File: src/rtl/cla_pkg.sv
// Shared width constants for the 4-bit carry-lookahead adder and anything that cascades it.
package cla_pkg;

    localparam int unsigned CLA_W     = 4;
    localparam int unsigned CLA_RES_W = CLA_W + 1;

endpackage

File: src/rtl/cla_logic.sv
// Combinational 4-bit carry-lookahead core; G/P are exported so wider adders can build group lookahead on top.
import cla_pkg::*;

module cla_logic (
    input  logic [CLA_W-1:0] A,
    input  logic [CLA_W-1:0] B,
    input  logic             Cin,
    output logic [CLA_W-1:0] S,
    output logic             Cout,
    output logic             G,
    output logic             P
);

    logic [CLA_W-1:0] g;
    logic [CLA_W-1:0] p;
    logic [CLA_W-1:0] c;

    always_comb begin
        g = A & B;
        p = A ^ B;

        // Every carry is a flat sum-of-products of g/p/Cin; no carry feeds another.
        c[0] = Cin;
        c[1] = g[0] | (p[0] & Cin);
        c[2] = g[1] | (p[1] & g[0]) | (p[1] & p[0] & Cin);
        c[3] = g[2] | (p[2] & g[1]) | (p[2] & p[1] & g[0]) | (p[2] & p[1] & p[0] & Cin);

        G = g[3] | (p[3] & g[2]) | (p[3] & p[2] & g[1]) | (p[3] & p[2] & p[1] & g[0]);
        P = p[3] & p[2] & p[1] & p[0];

        Cout = G | (P & Cin);
        S    = p ^ c;
    end

endmodule

File: src/rtl/cla.sv
// Registered 4-bit add-with-carry: Q captures {Cout, S} of A + B + Cin on enabled edges.
import cla_pkg::*;

module cla (
    input  logic                 clk,
    input  logic                 reset,
    input  logic                 load,
    input  logic [CLA_W-1:0]     A,
    input  logic [CLA_W-1:0]     B,
    input  logic                 Cin,
    output logic [CLA_RES_W-1:0] Q
);

    logic [CLA_W-1:0] sum;
    logic             cout;
    // Group terms are only consumed by wider cascades, not by this register.
    logic             grp_g_unused;
    logic             grp_p_unused;

    cla_logic u_logic (
        .A    (A),
        .B    (B),
        .Cin  (Cin),
        .S    (sum),
        .Cout (cout),
        .G    (grp_g_unused),
        .P    (grp_p_unused)
    );

    always_ff @(posedge clk or posedge reset) begin
        if (reset) begin
            Q <= '0;
        end else if (load) begin
            Q <= {cout, sum};
        end
    end

endmodule

File: config.mk
export PLATFORM = sky130hd
export DESIGN_NAME = cla
export DESIGN_NICKNAME = d
export VERILOG_FILES = /design/src/rtl/cla_pkg.sv /design/src/rtl/cla_logic.sv /design/src/rtl/cla.sv
export SDC_FILE = /design/constraint.sdc
export NUM_CORES = 1
export LEC_CHECK = 0
export CELL_PAD_IN_SITES_DETAIL_PLACEMENT = 1
export CELL_PAD_IN_SITES_GLOBAL_PLACEMENT = 1
export CORE_UTILIZATION = 28
export CTS_CLUSTER_DIAMETER = 40
export DETAILED_ROUTE_END_ITERATION = 10
export GPL_TIMING_DRIVEN = 1
export HOLD_SLACK_MARGIN = 0.03
export PLACE_DENSITY_LB_ADDON = 0.1
export REMOVE_ABC_BUFFERS = 1
export SYNTH_ARGS = -nofsm -noshare
export SYNTH_HDL_FRONTEND = slang
export SYNTH_SLANG_ARGS = --single-unit
export TNS_END_PERCENT = 50
File: constraint.sdc
create_clock -name clk -period 1 [get_ports clk]
set_input_delay 0.1 -clock clk [delete_from_list [all_inputs] [get_ports clk]]
set_output_delay 0.1 -clock clk [all_outputs]
set_load 0.03 [all_outputs]
==> results, run 1 <==
- The clock latency on the worst-skew pair is roughly 0.25 ns.
- The design area is approximately 700 um2.
- The post-synthesis share of cell area spent on xor and xnor gates is roughly 2.2%.
- The fraction of synthesized cell area taken by the top area cell type is 31.95%.
- The netlist uses 25 different library cells.
- The worst setup path is captured at a flop.
- The post-detailed-route via-to-cell ratio is approximately 5.
- Once detail routing completed, the nets flagged for antenna violations numbered 0.
- The number of warnings reported in the yosys synthesis log is 0.
- The critical path data arrival time is between 1 and 1.5 ns.
- Derived from the worst setup path, the maximum achievable clock frequency is 1027 MHz.
- dfrtp_1 takes more of the synthesized area than any other cell.
- The transition time of the tightest slew-check pin is approximately 0.25 ns.
- The share of the Yosys chip area taken by registers is a little under a third.
- In this run the clock root is driven by a clkbuf_4.
- In the final design database the tool counted slightly below 90 nets.
- The first routing iteration left 5 violations.
- By area, the combinational part of the netlist is dominated by adder cells.
- The post-cts hold buffer count is 0.
- The final-report hold violation count was 0.
- In the final layout, the registers with the most flip-flops are Q (5).
- After Yosys synthesis, and, or, nand and nor cells account for roughly 17% of the synthesized area.
- The cell count after synthesis came out at 40.
- The area after detailed placement is 621.8 um2.
- Setup violations remaining at the end of the flow were counted as 0.
- The number of slew-limit violations in the final report was 0.
- The power per unit of standard cell area is 1312 nW/um2.
- The critical path startpoint category is an input pin.
- The pre-CTS setup slack is -0.6826 ns.
- The smallest setup slack after layout is between 0.02 and 0.03 ns.
- The final routed DRC violation total is 0.
- The die covers between 1500 and 2000 um2.
- The number of buffers inserted by port buffering is 16.
- The synthesis-to-layout area growth is 76.36%.
- The worst slew slack as a fraction of its limit is between 80% and 90%.
- The final clock skew is 0 ns.
- The global-route wire length before repair is around 2000 um.
- After floorplanning, the core was divided into 13 placement rows.
- The number of top-level pins is 17.
- The number of buffers between clock root and the deepest sink is 2.
- The portion of the clock cycle consumed by the worst path in the final layout is between 90% and 100%.
- The pre-antenna-repair detailed-routing pass consisted of 5 iterations.
- The tightest min-delay check is of the input pin to async pin type.
- In this run, synthesis produced a sequential element count of 5.
- The total leakage power is 0.3365 nW.
- The starting utilization of the core area is ~30%.
- Max-cap violations in this run came to 0.
- IR analysis of the VDD net gives a maximum drop of between 0.4 and 0.5 mV.
- The placer congestion estimate is ~0.75.
- The per-instance average area after synthesis is just under 10 um2.
- The minimum period implied by the final worst setup slack is approximately 0.97 ns.
- The largest net degree at the start of global routing is 6.
- The initial antenna violation count was 0.
- Hold timing on the final database bottoms out at a slack of between 0.06 and 0.07 ns.
- Summing the areas of all fa, ha and maj instances in the mapped netlist gives around 18% of the synthesized area.
- In this run the number of H-tree levels came out at 1.
- The aggregate negative setup slack is 0 ns.
- The run finished with clean final reports.
- The die is ~40 um wide.
- 0 antenna diodes ended up in the layout.
- Summing the areas of all compound-gate instances in the mapped netlist gives around 15% of the synthesized area.
- Global routing finished with a remaining overflow of 0.
- After detailed routing, the total wire length is 1308 um.
- The number of flip-flops in the largest register is 5.
- The total CTS buffers is 3.
- The clock net in this run drives a total of 5 sinks.
- Detailed placement finished with a half-perimeter wire length of between 1000 and 1500 um.
- Data on the critical path is required at its endpoint by about 1.2 ns.
- The multiplexer share of the synthesized area is ~5.4%.
- The maximum fanout along the worst path is 4.
- The wire length per cell after detailed routing is 15.39 um.
- TritonCTS built the clock tree.
- The vertical extent of the die is 39.40 um.
- The number of cells after detailed placement is 80.
- The summed instance area of the synthesized netlist is between 300 and 400 um2.
- Detailed routing inserted a total of approximately 430 vias.
- The register with the highest flop count is Q.
- Ranked by total cell area, the synthesized netlist is headed by dfrtp_1, ha_1, fa_1.
- The fraction of layout cells with a size suffix above 1 is 62.86%.
- The floorplan core area is between 1000 and 1500 um2.
- The number of global-route vias before repair was 455.
- Setup repair after global routing left no endpoint under its margin.
- The final standard cell count with taps included and fillers excluded is 85.
- The worst setup path is of the input pin to flop kind.
- The clock slew at the register clock pins of the worst setup and hold paths is about 0.05 ns.
- Across every metal layer, demand over resource in global routing totals just over 20%.
==> cell usage in the layout (no fill, tap or decap), types with 2 or more instances in the layout <==
| master | n |
|---|---|
| buf_2 | 4 |
| buf_4 | 16 |
| clkbuf_2 | 4 |
| clkbuf_4 | 3 |
| dfrtp_1 | 5 |
| ha_4 | 4 |
| inv_1 | 3 |
| inv_2 | 2 |
| nand2_1 | 3 |
| o21ai_0 | 2 |
==> worst max-delay path, stage by stage <==
cell	delay, ns
clkdlybuf4s15_1	0.19
ha_4	0.23
buf_4	0.15
a2111o_1	0.41
nand3_2	0.07
==> per-layer routing <==
layer / vias up / part of all wire (%) / GRT usage [%] / routed length, um
met3: 3 / 5.0 / 3.409 / 65
met2: 15 / 56 / 41.39 / 736
met4: 0 / 1.1 / 7.759 / 15
li1: 204 / - / - / -
met1: 207 / 38 / 19.39 / 491
met5: - / 0 / 0 / 0
==> layout make-up <==
type | instances | area (um2)
multi-input cells | 27 | 301.5
flip-flops and latches | 5 | 125.1
well taps | 15 | 18.77
inverters | 7 | 30.03
fillers | 153 | 610.6
repair buffers | 27 | 188.9
clock buffers | 4 | 26.28
==> where the power goes <==
part           internal (mW)  switching (mW)  total, mW
Sequential             0.240          0.0243      0.264
Clock                  0.151          0.0891      0.240
Combinational          0.193           0.208      0.402
==> cells by family (layout without fill, tap and decap cells) <==
family	Yosys count	count (layout)
simple gates	11	11
xor+xnor	1	1
compound gates	8	8
buf+inv	8	38
flops	5	5
fa+ha+maj	5	5
mux	2	2
==> metrics by stage <==
step	util, %	power (mW)
2_1_floorplan	-	0.4394
3_3_place_gp	47.79	0.6098
3_5_place_dp	47.79	0.6325
4_1_cts	54.52	0.9123
5_1_grt	53.08	0.9639
6_report	53.08	0.9062
==> synthesized netlist by cell type <==
| master | number |
|---|---|
| inv_1 | 5 |
| clkinv_1 | 1 |
| a21o_1 | 1 |
| a211oi_1 | 1 |
| nand3_1 | 2 |
| a2111o_1 | 1 |
| dfrtp_1 | 5 |
| buf_6 | 1 |
| ha_1 | 4 |
| xnor2_1 | 1 |
| nor2b_1 | 1 |
| a21oi_1 | 1 |
| and3b_2 | 1 |
| mux2_2 | 1 |
| nand4_1 | 1 |
| and4_1 | 1 |
| o21ai_0 | 2 |
| or4_1 | 1 |
| o2111ai_1 | 1 |
| inv_4 | 1 |
| a221oi_1 | 1 |
| or3_2 | 1 |
| mux2i_1 | 1 |
| fa_1 | 1 |
| nand2_1 | 3 |
==> path summary, 6_finish.rpt <==
| path | start | end | slack [ns] | cells after the start |
|---|---|---|---|---|
| worst min-delay path | reset | Q[0]$_DFFE_PP0P_ | 0.06 | 2 |
| worst max register to register | Q[3]$_DFFE_PP0P_ | Q[3]$_DFFE_PP0P_ | 0.10 | 2 |
| worst max-delay path | B[2] | Q[3]$_DFFE_PP0P_ | 0.03 | 5 |
| min in group clk | B[3] | Q[4]$_DFFE_PP0P_ | 0.27 | 4 |
| worst min register to register | Q[0]$_DFFE_PP0P_ | Q[0]$_DFFE_PP0P_ | 0.51 | 2 |
| max in group asynchronous | reset | Q[4]$_DFFE_PP0P_ | 0.76 | 2 |
==> repair_timing <==
action                                  in CTS  in global routing
buffers inserted                             1                  0
endpoints found under the setup margin       5                  2
pin swaps                                   10                  5
gates resized for setup                     39                  5
(Power assumes the default switching activity.)
==> run 2: changes to the inputs <==
--- a/config.mk
+++ b/config.mk
@@ -12,6 +12,7 @@
 export DETAILED_ROUTE_END_ITERATION = 10
 export GPL_TIMING_DRIVEN = 1
 export HOLD_SLACK_MARGIN = 0.03
+export MAX_ROUTING_LAYER = met4
 export PLACE_DENSITY_LB_ADDON = 0.1
 export REMOVE_ABC_BUFFERS = 1
 export SYNTH_ARGS = -nofsm -noshare
==> results of run 2 <==
Final layout, timing and power as in run 1 (identical DEF).
Among the figures that moved: final weighted congestion in routability-driven placement 0.7451 -> 0.7545; overall routing resource usage 20.35% -> 20.84%
